<file path="src/rtl/im2col_stream.sv">
// im2col_stream: streams the im2col matrix of a [c][y][x] image straight from
// image memory into the im2col memory, one element per clock, with zero
// padding synthesised on the fly instead of being read from a padded buffer.
//
// Optional build macro: IM2COL_BACKPRESSURE_EN
//   Adds wr_ready_i. A stage-1 write completes only while wr_ready_i is high.
//   While it is low, the counters, addr_rd_o, stage 1 and all outputs hold.
//
// state  | meaning
// IDLE   | waiting for start_i, counters cleared
// ISSUE  | one element per cycle: read address out, pad/index into stage 1
// DRAIN  | last element sits in stage 1 and is written
// FINISH | done_o pulse, then back to IDLE
module im2col_stream #(
  parameter int IMG_C       = 1,
  parameter int IMG_W       = 8,
  parameter int IMG_H       = 8,
  parameter int DATA_WIDTH  = 8,
  parameter int ADDR_WIDTH  = 32,
  parameter int FILTER_SIZE = 3,
  parameter int STRIDE      = 1,
  parameter int PAD         = 1,
  parameter int ADDR_STEP   = 1,
  parameter logic [ADDR_WIDTH-1:0] IMG_BASE    = 'h0000,
  parameter logic [ADDR_WIDTH-1:0] IM2COL_BASE = 'h2000
) (
  input  logic                  clk_i,
  input  logic                  rst_i,
  input  logic                  start_i,
  output logic [ADDR_WIDTH-1:0] addr_rd_o,
  input  logic [DATA_WIDTH-1:0] data_rd_i,
  output logic [ADDR_WIDTH-1:0] addr_wr_o,
  output logic [DATA_WIDTH-1:0] data_wr_o,
  output logic                  mem_wr_en_o,
  output logic                  busy_o,
  output logic                  done_o
`ifdef IM2COL_BACKPRESSURE_EN
  ,
  input  logic                  wr_ready_i
`endif
);

  localparam int OUT_W = (IMG_W + 2*PAD - FILTER_SIZE) / STRIDE + 1;
  localparam int OUT_H = (IMG_H + 2*PAD - FILTER_SIZE) / STRIDE + 1;
  localparam int N     = OUT_H * OUT_W * IMG_C * FILTER_SIZE * FILTER_SIZE;

  // Integer division truncates toward zero, so a kernel larger than the
  // padded image can still yield OUT_W=1; test the raw span as well.
  if ((IMG_W + 2*PAD < FILTER_SIZE) || (IMG_H + 2*PAD < FILTER_SIZE) ||
      (OUT_W <= 0) || (OUT_H <= 0) || (STRIDE <= 0)) begin : g_bad_params
    $error("im2col_stream: illegal geometry, output width or height <= 0");
  end

  localparam logic [1:0] S_IDLE   = 2'd0;
  localparam logic [1:0] S_ISSUE  = 2'd1;
  localparam logic [1:0] S_DRAIN  = 2'd2;
  localparam logic [1:0] S_FINISH = 2'd3;

  logic [1:0]            state_q, state_d;
  logic [31:0]           oy_q, oy_d, ox_q, ox_d, c_q, c_d, ky_q, ky_d, kx_q, kx_d;
  logic [31:0]           n_q, n_d;
  logic                  s1_valid_q, s1_valid_d;
  logic                  s1_pad_q, s1_pad_d;
  logic [ADDR_WIDTH-1:0] addr_wr_q, addr_wr_d;
  logic [ADDR_WIDTH-1:0] addr_rd_q;

  logic                  stall;
  logic                  issue_go;
  logic                  last_elem;
  logic                  pad_cur;
  int                    y_s, x_s, rd_off;
  logic [ADDR_WIDTH-1:0] addr_cur;

`ifdef IM2COL_BACKPRESSURE_EN
  assign stall = s1_valid_q & ~wr_ready_i;
`else
  assign stall = 1'b0;
`endif

  assign issue_go  = (state_q == S_ISSUE) && !stall;
  assign last_elem = (n_q == 32'(N - 1));

  // Source coordinate, padding decision and read address of the current element
  always_comb begin
    y_s      = int'(oy_q) * STRIDE + int'(ky_q) - PAD;
    x_s      = int'(ox_q) * STRIDE + int'(kx_q) - PAD;
    pad_cur  = (y_s < 0) || (y_s >= IMG_H) || (x_s < 0) || (x_s >= IMG_W);
    rd_off   = ((int'(c_q) * IMG_H + y_s) * IMG_W + x_s) * ADDR_STEP;
    addr_cur = IMG_BASE + ADDR_WIDTH'(rd_off);
  end

  // Padded elements need no read, so the previous address is simply held;
  // during a stall the held address makes the memory re-present the same data.
  assign addr_rd_o = (issue_go && !pad_cur) ? addr_cur : addr_rd_q;

  // FSM and kx -> ky -> c -> ox -> oy counter chain
  always_comb begin
    state_d = state_q;
    oy_d    = oy_q;
    ox_d    = ox_q;
    c_d     = c_q;
    ky_d    = ky_q;
    kx_d    = kx_q;
    n_d     = n_q;
    case (state_q)
      S_IDLE: begin
        oy_d = '0;
        ox_d = '0;
        c_d  = '0;
        ky_d = '0;
        kx_d = '0;
        n_d  = '0;
        if (start_i) state_d = S_ISSUE;
      end
      S_ISSUE: begin
        if (issue_go) begin
          n_d = n_q + 32'd1;
          if (kx_q == 32'(FILTER_SIZE - 1)) begin
            kx_d = '0;
            if (ky_q == 32'(FILTER_SIZE - 1)) begin
              ky_d = '0;
              if (c_q == 32'(IMG_C - 1)) begin
                c_d = '0;
                if (ox_q == 32'(OUT_W - 1)) begin
                  ox_d = '0;
                  oy_d = oy_q + 32'd1;
                end else begin
                  ox_d = ox_q + 32'd1;
                end
              end else begin
                c_d = c_q + 32'd1;
              end
            end else begin
              ky_d = ky_q + 32'd1;
            end
          end else begin
            kx_d = kx_q + 32'd1;
          end
          if (last_elem) state_d = S_DRAIN;
        end
      end
      S_DRAIN: begin
        if (!stall) state_d = S_FINISH;
      end
      S_FINISH: begin
        state_d = S_IDLE;
      end
      default: begin
        state_d = S_IDLE;
      end
    endcase
  end

  // Stage 1: captures each issued element, releases it once its write completes
  always_comb begin
    s1_valid_d = s1_valid_q;
    s1_pad_d   = s1_pad_q;
    addr_wr_d  = addr_wr_q;
    if (issue_go) begin
      s1_valid_d = 1'b1;
      s1_pad_d   = pad_cur;
      addr_wr_d  = IM2COL_BASE + ADDR_WIDTH'(n_q * 32'(ADDR_STEP));
    end else if (!stall) begin
      s1_valid_d = 1'b0;
    end
  end

  // State registers with synchronous reset; reset aborts any run in flight
  always_ff @(posedge clk_i) begin
    if (rst_i) begin
      state_q    <= S_IDLE;
      oy_q       <= '0;
      ox_q       <= '0;
      c_q        <= '0;
      ky_q       <= '0;
      kx_q       <= '0;
      n_q        <= '0;
      s1_valid_q <= 1'b0;
      s1_pad_q   <= 1'b0;
      addr_wr_q  <= IM2COL_BASE;
      addr_rd_q  <= IMG_BASE;
    end else begin
      state_q    <= state_d;
      oy_q       <= oy_d;
      ox_q       <= ox_d;
      c_q        <= c_d;
      ky_q       <= ky_d;
      kx_q       <= kx_d;
      n_q        <= n_d;
      s1_valid_q <= s1_valid_d;
      s1_pad_q   <= s1_pad_d;
      addr_wr_q  <= addr_wr_d;
      addr_rd_q  <= addr_rd_o;
    end
  end

  assign mem_wr_en_o = s1_valid_q;
  assign addr_wr_o   = addr_wr_q;
  assign data_wr_o   = (s1_valid_q && !s1_pad_q) ? data_rd_i : '0;
  assign busy_o      = (state_q == S_ISSUE) || (state_q == S_DRAIN);
  assign done_o      = (state_q == S_FINISH);

endmodule

</file>
<file path="config.mk">
export PLATFORM = sky130hd
export DESIGN_NAME = im2col_stream
export DESIGN_NICKNAME = d
export VERILOG_FILES = /design/src/rtl/im2col_stream.sv
export SDC_FILE = /design/constraint.sdc
export NUM_CORES = 1
export LEC_CHECK = 0
export ABC_AREA = 1
export BUFFER_PORTS_ARGS = -buffer_cell sky130_fd_sc_hd__buf_4
export CAP_MARGIN = 20
export CORE_MARGIN = 8
export CORE_UTILIZATION = 35
export DETAILED_ROUTE_END_ITERATION = 12
export PLACE_DENSITY = 0.47
export SLEW_MARGIN = 30
export SYNTH_ARGS = -nofsm -noshare
export SYNTH_HDL_FRONTEND = slang
export SYNTH_SLANG_ARGS = --single-unit
</file>
<file path="constraint.sdc">
create_clock -name clk_i -period 6.9 [get_ports clk_i]
set_input_delay 0 -clock clk_i [delete_from_list [all_inputs] [get_ports clk_i]]
set_output_delay 0 -clock clk_i [all_outputs]
set_load 0.05 [all_outputs]
</file>
==> metrics.sh <==
WORST_SLACK_NS=0.619
POWER.DENSITY_CELL_AREA_nW_PER_UM2=375
GP_CONGESTION=0.915
AVGVIACOUNTPERCELL=5.03
CRITICAL_PATH_S_SLOWEST_CELL='fa_2'
GRT_PASS1_WL_MICRONS=129000
WORST_SETUP_PATH_END_KIND='output pin'
DP_CELL_COUNT=4712
LAYOUT-DRIVE-GT1-SHARE_PCT=6.42
TIMING.REG2REG.WORST_PATH_DEPTH=32
CP-START-KIND='register'
POSTSYNTH.ASYNCRESETSHARE_PCT=0
INITIAL_UTILIZATION_PCT=35.2
CRIT_PATH_KIND='reg -> out'
LAYOUT.CELLS.NON_FILLER=4775
CRITICAL_PATH.N_BUFFERS_INVERTERS=6
FINALHOLDVIOLCOUNT=0
RR_ENDPOINT='addr_rd_q[31]'
GLOBALROUTEOVERFLOWTOTAL=0
DRV.MAX_CAP_VIOLATION_COUNT=0
DRT-WIRELENGTH-PER-CELL_MICRONS=17.3
GRT.TOTAL_USAGE_PCT=21.6
SYNTH_AREA_SQ_UM=23100
MOST_INSTANTIATED_CELLS_AFTER_SYNTHESIS='953 x nand2_1, 698 x inv_1, 367 x nor2_1'
HOLD-WORST-SLACK_NS=0.348
ACHIEVABLE-FREQUENCY_MHz=159
TIMING.HOLD.WORST.CLASS='in -> reg'
GRT_START_MAX_NET_PINS=70
DRT.ANTENNA.VIOLATING_NETS=0
LAYOUT.FILLER_CELLS=7346
RUN_STATUS='completed'
NUM-NETS-FINAL=4094
SYNTH_MOST_COMMON_CELL='nand2_1'
DP_HPWL_MICRONS=66400
POWER.IR.VDD_WORST_mV=0.301
SYNTH.NET_COUNT=4028
PERIOD_SHARE_PCT=91.0
YS_SEQ_AREA_SHARE_PCT=22.5
TOPROUTINGLAYERUSED='met4'
SETUP_VIOL=0
FLOORPLAN.DIE_AREA_SQ_UM=74500
MAX_SLEW_MARGIN_PCT=39.7
CORE_REGION_AREA_SQ_UM=65600
SYNTH_TOP_CELLS_BY_AREA='dfxtp_1 23%, nand2_1 15%, inv_1 11%, ha_1 10%, nor2_1 6.0%'
P_LEAK_nW=11.9
TIMING.CRITICAL_PATH.MAX_DELAY_FAMILY='adder cells'
WORSTREG2REGSTART='oy_q[1]'
YS_TYPES=62
SYNTH_EDF_COUNT=0
CLOCKROOTBUFFER='clkbuf_16'
SYN2LAYOUT_AREA_GROWTH_PCT=12.6
N_ANTENNA_CELL=0
TRITONCTS='built'
DIE_W_MICRONS=273
DRC=0
DETAILEDROUTE.FIRSTPASSITERATIONCOUNT=6
CTS_MADE_BUFFERS=36
PLACE.PORT_BUFFERS=85
FIN_CRIT_NS=6.28
MET2_WIRELENGTH_MICRONS=37600
ROWS=94
CTS_HTREE_LEVELS=2
FINAL-SEQ-AREA_SQ_UM=5200
MAX_STAGE_DELAY_NS=0.43
CRITICAL_PATH_REQUIRED_NS=6.90
PATH_MAX_FANOUT=5
MET3_WIRELENGTH_FROM_DETAILED_ROUTING_MICRONS=3130
SYNTH_TOP_CELL_AREA_SHARE_PCT=22.5
REG2REG_SLACK_NS=1.21
NUMCLOCKSINKS=260
TIGHTEST_SLEW_NS=0.905
CTS.CLK_SLEW.WORST_PATHS_NS=0.06
POST-CTS-SETUP-BUFFERS=0
YS_DOMINANT_REG_CELL='dfxtp_1'
TOTAL_COUNT_OF_MAX_TRANSITION_VIOLATIONS_IN_THE_FINAL_REPORT=0
DIE_SPAN_IN_Y_MICRONS=273
MULTIINPUTGATEAREA_SQ_UM=15000
TIMING.CRITICAL_PATH.ARRIVAL_NS=6.28
FINALSETUPTNS_NS=0
AGGREGATE_ROUTED_WIRE_LENGTH_MICRONS=82500
UNREPAIRED_SETUP_ENDPOINTS_AFTER_GLOBAL_ROUTING='false'
WORSTSETUPSTARTPOINT='oy_q[1]'
SYNTHESIZED_FLOP_AND_LATCH_TOTAL=260
DRT_ITER0_DRC=1725
CLOCK_INSERTION_DELAY_WORST_SKEW_NS=0.57
ANTENNA_FOUND_INITIAL=0
SETUP.WORST_PATH.END='addr_rd_o[31]'
CLOCK-SKEW-FINAL_NS=0.0260
SYN_AVG_CELL_AREA_SQ_UM=6.05
VIA_COUNT_OF_THE_ROUTED_DESIGN=24000
SYN-INSTANCE-COUNT=3822
PATH_DEPTH=33
PRE_CTS_SLACK_NS=0.868
YOSYSTOPAREACELL='dfxtp_1'
YOSYS_WARNINGS=0
ROUTE.LAYER.MET1.WL_MICRONS=39600
CTS_BUFFER_DEPTH=3
NUMBER_OF_GLOBAL_ROUTE_VIAS_BEFORE_REPAIR=22900
TOP_LEVEL_PORTS=86
==> layout by cell type, fill, tap and decap left out, drive strengths merged, types with 7 or more instances in the layout <==
master	instances
buf	102
nor3b	8
nor3	144
nor4	57
nand4	108
a211oi	9
o21bai	15
nor2	388
a21oi	273
clkinv	8
o21a	12
o211ai	7
nand2	968
dfxtp	260
bufinv	7
nand3	246
a31oi	11
ha	191
clkbuf	48
inv	709
xnor2	29
nand3b	16
xor2	84
o21ai	148
==> metrics by stage <==
| stage | power (mW) | util (%) | instance area [sq um] |
|---|---|---|---|
| 2_1_floorplan | 5.81 | - | 23100 |
| 3_3_place_gp | 7.74 | 37.6 | 24600 |
| 3_5_place_dp | 7.67 | 37.6 | 24700 |
| 4_1_cts | 9.82 | 39.6 | 26000 |
| 5_1_grt | 10.6 | 39.7 | 26000 |
| 6_report | 9.77 | 39.7 | 26000 |
==> cell type report <==
type | instances | area share (%)
multi-input combinational | 2775 | 57.5
sequential | 260 | 20.0
clock buffer | 48 | 3.90
clock inverter | 13 | 1.17
timing repair buffer | 104 | 3.03
inverter | 711 | 10.3
tap | 864 | 4.15
==> worst register-to-register path, delay by kind of cell, from the launching register on <==
kind                     cells  cell delay [ns]
flip-flops                   1             0.34
AO/OA/AOI/OAI               10             1.68
XOR/XNOR                     2             0.35
buffers and inverters        4             0.26
AND/OR/NAND/NOR             11             1.26
adder cells (fa/ha/maj)      5             1.68
==> power by group <==
group | total, mW | internal, mW | switching [mW]
Clock | 2.10 | 1.31 | 0.789
Sequential | 1.67 | 1.60 | 0.0632
Combinational | 6.01 | 1.76 | 4.25
==> kinds of logic (layout without fill, tap and decap cells) <==
logic type	after synthesis	count (layout)	share of synthesized area (%)
AO/OA/AOI/OAI	520	520	12.5
AND/OR/NAND/NOR	1947	1947	37.0
adder cells (fa/ha/maj)	195	195	10.7
buffers and inverters	787	876	13.0
XOR/XNOR	113	113	4.28
flip-flops	260	260	22.5
==> flip-flops by register name (all words and copies together), names as in the netlist, 32 cells and up <==
register,count
addr_rd_q,32
kx_q,32
oy_q,32
ox_q,32
n_q,32
c_q,32
addr_wr_o,32
ky_q,32
==> metal layers <==
layer  track usage, %  up-vias
li1                 -    12500
met1             29.5    10900
met2             35.9      517
met3             2.25       96
met4             5.76        0
met5                0        -
==> worst min-delay path by stage <==
stage | from | depth (start not counted) | slack (ns) | endpoint
finish | rst_i | 3 | 0.35 | n_q[10]
global route | rst_i | 3 | 0.37 | n_q[31]
CTS | rst_i | 3 | 0.35 | n_q[10]
detailed placement | data_rd_i[5] | 4 | 0.36 | data_wr_o[5]
global placement | data_rd_i[5] | 4 | 0.35 | data_wr_o[5]
floorplan | data_rd_i[0] | 2 | 0.22 | data_wr_o[0]
==> repair_timing <==
action                                  in CTS  in global routing
hold buffers                                 2                  0
endpoints found under the setup margin       0                  7
endpoints found under the hold margin       18                  0
resized for setup                            0                 12
Power figures use the tool's default switching activity.
